### src/rtl/usb_tx_encoder.sv
// USB full-speed packet transmitter: SYNC, PID, optional payload with CRC16, EOP,
// with bit stuffing and NRZI onto the D+/D- pair. Payload bytes are pulled from the endpoint buffer.
module usb_tx_encoder #(
    parameter int CLKS_PER_BIT = 8
) (
    input  logic       clk,
    input  logic       n_rst,
    input  logic [2:0] TX_packet,
    input  logic [6:0] buffer_occupancy,
    input  logic [7:0] TX_packet_data,
    output logic       get_TX_packet_data,
    output logic       dp_out,
    output logic       dm_out,
    output logic       TX_transfer_active,
    output logic       TX_error
);
    localparam int TW = $clog2(CLKS_PER_BIT);
    localparam logic [TW-1:0] TIMER_MAX = TW'(CLKS_PER_BIT - 1);
    localparam logic [7:0] SYNC_BYTE = 8'h80;

    typedef enum logic [2:0] {
        IDLE, SYNC, PID, DATA, CRC_LO, CRC_HI, EOP_SE0, EOP_J
    } state_t;

    state_t        state_reg;
    state_t        nxt_state;
    logic [TW-1:0] timer_reg;
    logic [2:0]    cmd_reg;
    logic [6:0]    byte_count_reg;
    logic [6:0]    nxt_count;
    logic [7:0]    shift_reg;
    logic [7:0]    hold_reg;
    logic [7:0]    nxt_byte;
    logic [2:0]    bit_idx_reg;
    logic [2:0]    nxt_idx;
    logic [2:0]    ones_reg;
    logic [15:0]   crc_reg;
    logic [15:0]   crc_upd;
    logic          line_reg;
    logic          nxt_line;
    logic          nxt_bit;
    logic [3:0]    pid_code;
    logic          is_data;
    logic          want_get;
    logic          cmd_valid;

    assign cmd_valid = (TX_packet >= 3'd1) && (TX_packet <= 3'd5);

    always_comb begin
        case (cmd_reg)
            3'd2:    pid_code = 4'b1011;
            3'd3:    pid_code = 4'b0010;
            3'd4:    pid_code = 4'b1010;
            3'd5:    pid_code = 4'b1110;
            default: pid_code = 4'b0011;
        endcase
        is_data = (cmd_reg == 3'd1) || (cmd_reg == 3'd2);
    end

    // Position of the next unstuffed bit: same byte, or the first bit of the next field.
    always_comb begin
        nxt_state = state_reg;
        nxt_idx   = bit_idx_reg + 3'd1;
        nxt_byte  = shift_reg;
        nxt_count = byte_count_reg;
        if (bit_idx_reg == 3'd7) begin
            case (state_reg)
                SYNC: begin
                    nxt_state = PID;
                    nxt_byte  = {~pid_code, pid_code};
                end
                PID, DATA: begin
                    if (state_reg == PID && !is_data) begin
                        nxt_state = EOP_SE0;
                    end else if (byte_count_reg != 7'd0) begin
                        nxt_state = DATA;
                        nxt_byte  = hold_reg;
                        nxt_count = byte_count_reg - 7'd1;
                    end else begin
                        nxt_state = CRC_LO;
                        nxt_byte  = ~crc_reg[7:0];
                    end
                end
                CRC_LO: begin
                    nxt_state = CRC_HI;
                    nxt_byte  = ~crc_reg[15:8];
                end
                CRC_HI:  nxt_state = EOP_SE0;
                default: nxt_state = state_reg;
            endcase
        end
        nxt_bit  = nxt_byte[nxt_idx];
        nxt_line = nxt_bit ? line_reg : ~line_reg;
        crc_upd  = {1'b0, crc_reg[15:1]} ^ (((crc_reg[0] ^ nxt_bit) != 1'b0) ? 16'hA001 : 16'h0000);
        // The fetch for the next payload byte rides on the last bit of the current byte.
        want_get = (nxt_idx == 3'd7) && (nxt_count != 7'd0) &&
                   ((nxt_state == PID && is_data) || nxt_state == DATA);
    end

    always_ff @(posedge clk or negedge n_rst) begin
        if (!n_rst) begin
            state_reg          <= IDLE;
            timer_reg          <= '0;
            cmd_reg            <= 3'd0;
            byte_count_reg     <= 7'd0;
            shift_reg          <= 8'd0;
            hold_reg           <= 8'd0;
            bit_idx_reg        <= 3'd0;
            ones_reg           <= 3'd0;
            crc_reg            <= 16'hFFFF;
            line_reg           <= 1'b1;
            dp_out             <= 1'b1;
            dm_out             <= 1'b0;
            get_TX_packet_data <= 1'b0;
            TX_transfer_active <= 1'b0;
            TX_error           <= 1'b0;
        end else begin
            get_TX_packet_data <= 1'b0;
            TX_error           <= 1'b0;
            if (get_TX_packet_data)
                hold_reg <= TX_packet_data;

            if (state_reg == IDLE) begin
                if (cmd_valid) begin
                    state_reg          <= SYNC;
                    cmd_reg            <= TX_packet;
                    byte_count_reg     <= buffer_occupancy;
                    shift_reg          <= SYNC_BYTE;
                    bit_idx_reg        <= 3'd0;
                    timer_reg          <= '0;
                    ones_reg           <= 3'd0;
                    crc_reg            <= 16'hFFFF;
                    TX_transfer_active <= 1'b1;
                    // SYNC bit 0 is a 0, so the line leaves J for K right away.
                    line_reg           <= 1'b0;
                    dp_out             <= 1'b0;
                    dm_out             <= 1'b1;
                end else if (TX_packet[2:1] == 2'b11) begin
                    TX_error <= 1'b1;
                end
            end else if (timer_reg != TIMER_MAX) begin
                timer_reg <= timer_reg + TW'(1);
            end else begin
                timer_reg <= '0;
                case (state_reg)
                    EOP_SE0: begin
                        if (bit_idx_reg == 3'd0) begin
                            bit_idx_reg <= 3'd1;
                        end else begin
                            state_reg <= EOP_J;
                            dp_out    <= 1'b1;
                            dm_out    <= 1'b0;
                        end
                    end
                    EOP_J: begin
                        state_reg          <= IDLE;
                        TX_transfer_active <= 1'b0;
                    end
                    default: begin
                        if (ones_reg == 3'd6) begin
                            // Stuffed zero: position, CRC and fetch timing all hold for one period.
                            ones_reg <= 3'd0;
                            line_reg <= ~line_reg;
                            dp_out   <= ~line_reg;
                            dm_out   <= line_reg;
                        end else begin
                            state_reg      <= nxt_state;
                            bit_idx_reg    <= nxt_idx;
                            shift_reg      <= nxt_byte;
                            byte_count_reg <= nxt_count;
                            if (nxt_state == EOP_SE0) begin
                                line_reg <= 1'b1;
                                dp_out   <= 1'b0;
                                dm_out   <= 1'b0;
                            end else begin
                                line_reg           <= nxt_line;
                                dp_out             <= nxt_line;
                                dm_out             <= ~nxt_line;
                                ones_reg           <= nxt_bit ? ones_reg + 3'd1 : 3'd0;
                                get_TX_packet_data <= want_get;
                                if (nxt_state == DATA)
                                    crc_reg <= crc_upd;
                            end
                        end
                    end
                endcase
            end
        end
    end
endmodule

### config.mk
export PLATFORM = sky130hd
export DESIGN_NAME = usb_tx_encoder
export DESIGN_NICKNAME = d
export VERILOG_FILES = /design/src/rtl/usb_tx_encoder.sv
export SDC_FILE = /design/constraint.sdc
export NUM_CORES = 1
export LEC_CHECK = 0
export BUFFER_PORTS_ARGS = -buffer_cell sky130_fd_sc_hd__buf_2
export CORE_AREA = 10 10 95 97
export DETAILED_ROUTE_END_ITERATION = 8
export DIE_AREA = 0 0 105 107
export PLACE_DENSITY = 0.72
export SYNTH_ARGS = -nofsm -noshare
export SYNTH_HDL_FRONTEND = slang
export SYNTH_SLANG_ARGS = --single-unit
### constraint.sdc
create_clock -name clk -period 4.46 [get_ports clk]
set_input_delay 0.223 -clock clk [delete_from_list [all_inputs] [get_ports clk]]
set_output_delay 0.223 -clock clk [all_outputs]
set_load 0.02 [all_outputs]
# Word level (Yosys, flattened, before mapping)
# Index checks and enable logic that the tools add are counted.
# W data, S select, Z words.
[word_totals]
reg_bits = 60
latch_bits = 0
ramBits = 0
mem_bits_ro = 0
inputBits = 20
output_inout_bits = 5
word_cells = 169
memories = 0
[op_classes]
addsub = 4
multipliers = 0
div_mod_pow = 0
magnitude_cmp = 3
n_eq_ne = 31
n_shift = 0
mux = 84
bitwise = 7
n_reduce_logical = 25
[ops]
columns = ["cell", "n"]
rows = [
  ["$mux W16", 8],
  ["$mux W8", 8],
  ["$mux W3", 21],
  ["$mux W7", 9],
  ["$eq A3 B3 Y1 const B", 10],
  ["$mux W1", 30],
  ["$pmux W8 S3", 1],
  ["$eq A3 B2 Y1 const B", 6],
  ["$not A8 Y8", 2],
  ["$pmux W4 S4", 1],
  ["$reduce_and A4 Y1", 4],
  ["$xor A15 B16 Y16", 1],
  ["$reduce_bool A7 Y1", 2],
  ["$ne A3 B3 Y1 const B", 4],
  ["$pmux W3 S2", 2],
  ["$pmux W3 S4", 1],
  ["$ne A2 B2 Y1 const B", 5],
  ["$add A3 B1 Y3 const B", 3],
  ["$sub A7 B1 Y7 const B", 1],
  ["$eq A3 B1 Y1 const B", 2],
  ["$logic_not A3 Y1", 2],
  ["$reduce_and A3 Y1", 2],
  ["$reduce_and A6 Y1", 1],
  ["$logic_and A1 B1 Y1", 5],
  ["18 further kinds", 23],
]

# Longest topological paths before layout
[depth]
depth_word = 18
depth_mapped = 13

# Worst setup path before layout
# Ideal clock, no wire load.
[synth_timing]
kind = "register -> register"
startpoint = "register bit_idx_reg[0]"
endpoint = "register crc_reg[0]"
setup_ns = 0.082
arrival_ns = 2.665
slack_ns = 1.714
stages_incl_launch_ff = 12
period_less_slack_ns = 2.746
cell_sequence = "dfrtp_1 -> ha_1 -> ha_1 -> or4bb_1 -> o221a_2 -> a221oi_2 -> o221ai_1 -> a222oi_1 -> buf_4 -> xnor2_1 -> o21ai_1 -> a22oi_1"
[synth_between]
elab_chain_cells = 13
elab_cells_between_ends = 20
classes_between = "add/sub (1); eq/ne (4); mux (11); bitwise (2); reduce/logical (2)"
[synth_lines]
columns = ["element", "line_no", "source"]
rows = [
  ["start, declared", "34", "logic [2:0] bit_idx_reg;"],
  ["start signal, assigned", "168", "bit_idx_reg <= nxt_idx;"],
  ["branches (longest 13 deep; another with $add A3 B1 Y3)", "--", ""],
  ["end signal, assigned", "182", "crc_reg <= crc_upd;"],
  ["end, declared", "37", "logic [15:0] crc_reg;"],
]
# Several ways; the timed one is not identified. The select of a mux whose other input is x is not followed.
# A chain may end at the register's enable or synchronous reset.

# Worst setup path in the final report
# Ends and elaborated chain as after synthesis.

==> out/qor.yml <==
sta:
  finalHoldViolations: 0
  clock_skew_ps: 6.697
  timing.fmax_mhz: 283.5
  drv_slew: 0
  worst_hold_slack_ps: 42.33
  maxSlewHeadroom: 0.4894
  min_period_ps: 3527
  setup_tns_ps: 0
  rsz0062_at_grt: "no"
  setup_viol: 0
  worst_pin_slew_ps: 761.3
  min_period_over_period: 0.7909
synth:
  postSynth.asyncResetShare: 1.000
  ys_warn_count: 0
  synth_mux_area_frac: 0.03716
  ys.flop_type: "dfrtp_1"
  ys_seq_area_frac: 0.3970
  synthXorXnorAreaFrac: 0.01336
  syn_area_um2: 3839
  synth_compound_area_frac: 0.2741
  avgSynthCellArea_um2: 9.409
  synth_top_cell_by_area: "dfrtp_1"
  syn_nets: 438
  netlist_top_cells_count: "dfrtp_1 (42), nand2_1 (39), o21ai_0 (36)"
  synth_edf_count: 0
  synth_fa_ha_area_frac: 0.03259
  yosysUniqueCellTypes: 72
  ys_seq_elements: 60
  synthTopCellsByArea: "dfrtp_1 (27%), dfstp_2 (12%), o21ai_0 (4.7%)"
  yosysMostFrequentCell: "dfrtp_1"
  synth_top_area_frac: 0.2738
  synthCells: 408
  synth-simple-area-share: 0.1763
  synth_top_family_by_area: "compound AO/OA/AOI/OAI gates"
worst_hold_path:
  hold_class: "in2async"
setup_path:
  worst-endpoint-required_ps: 4720
  reg2reg_depth: 11
  crit_type: "reg2reg"
  cp_max_fo: 15
  crit_path_start_kind: "flop"
  critPathCaptureType: "flop"
  startpoint: "bit_idx_reg[0]"
  cp.arrival_ps: 3780
  r2r-start: "bit_idx_reg[0]"
finish:
  drive_gt1_frac: 0.2199
  finalInstanceArea_um2: 4135
  fin_util: 0.5794
  largest_register_ffs: 16
  antennaDiodeCount: 0
  nets: 457
  multi_input_area_um2: 2048
  regArea_um2: 1524
  nFillCells: 652
  syn2layout_area_growth_pct: 7.725
floorplan:
  core_um2: 7137
  fp.dieH_um: 107
  row_count: 31
  dieArea_um2: 11240
  ios: 25
  start_util: 0.5379
  die_x_um: 105
clocking:
  cts_tree: "yes"
  clock_sinks: 60
  cts-root-buf: "clkbuf_8"
  cts-buffers-inserted: 9
  cts_hold_buffers: 0
  clkLatencyLatePin_ps: 340
  post_cts_resized: 0
  path_clk_slew_ps: 70
  cts.path.max_buffers: 2
  htreeDepth: 3
  cts_setup_buffers: 0
drt:
  first_pass_iters: 6
  via_per_inst: 6.092
  vias: 3235
  drt-total-wl_mm: 9.357
  wl_per_cell_um: 17.62
  antenna_left: 0
  first_iter_violations: 240
  drc: 0
pwr:
  p_per_area_nw_per_um2: 684.3
  peakVddDrop_v: 0.0003611
  power_mw: 2.830
  p_leak_nw: 1.698
global_routing:
  antenna_found_initial: 0
  grt_usage: 0.1714
  grt_max_degree: 61
  grt_pass1_wl_mm: 15.97
  first_global_vias: 3134
  grt_overflow_total: 0
placed_design:
  dp_hpwl_mm: 6.736
  gp_congestion: 0.8984
  port_buffers: 24
  place_area_um2: 3933
run_status:
  status: "completed"
flow_run:
  cap_violations: 0
==> cell families (layout without fill, tap and decap cells) <==
logic type,count (synthesis),count (layout)
fa+ha+maj,10,10
xor+xnor,5,5
buf+inv,40,64
mux,13,13
simple gates,132,132
compound gates,148,148
flops,60,60
==> layout by cell type (no fill, tap or decap), types with 10 or more instances in the layout <==
cell	netlist	final
clkbuf_8	6	11
o21ai_0	36	35
nand2_1	39	39
inv_1	17	17
dfstp_2	18	18
ha_1	10	10
buf_2	3	24
a21oi_1	32	32
nor3_1	10	10
dfrtp_1	42	42
o22a_1	16	16
nor2_1	33	33
mux2_2	10	10
nand3_1	17	17
==> worst max-delay path, cell delays in order, from the launching register on <==
cell      delay (ps)
dfrtp_1          580
ha_1             230
ha_1             440
or4bb_1          520
o221a_2          200
a221oi_2         230
o221ai_1         150
a222oi_1         380
buf_4            260
xnor2_1          160
o21ai_1           80
a22oi_1          210
==> where the power goes <==
part,switching [mW],leakage [nW],internal (mW)
logic,0.774,0.869,0.545
clock network,0.215,0.102,0.287
registers,0.248,0.727,0.760
==> path summary, 6_finish.rpt <==
check / end / slack (ps)
max reg2reg: crc_reg[0] / 930
max: crc_reg[0] / 930
min reg2reg: shift_reg[0] / 490
max in group asynchronous: bit_idx_reg[1] / 3910
min in group clk: hold_reg[0] / 90
min: byte_count_reg[1] / 40
==> cell type report <==
cell class	count	area share
Timing Repair Buffer	31	0.04175
Sequential cell	60	0.3685
Inverter	17	0.01543
Clock buffer	12	0.03752
Tap cell	99	0.02995
Multi-Input combinational cell	308	0.4953
Clock inverter	4	0.01150
==> routing by layer <==
| metal | GRT usage | share of wire |
|---|---|---|
| met5 | 0 | 0 |
| met1 | 0.2260 | 0.45 |
| met4 | 0.05784 | 0.013 |
| met2 | 0.2674 | 0.47 |
| met3 | 0.04491 | 0.063 |
==> metrics by stage <==
step                instances  worst slack (ps)
global placement          515              1129
finish                    531             932.8
CTS                       531             994.1
global route              531             701.7
detailed placement        515              1002
floorplan                 408              1714
(Power assumes the default switching activity.)
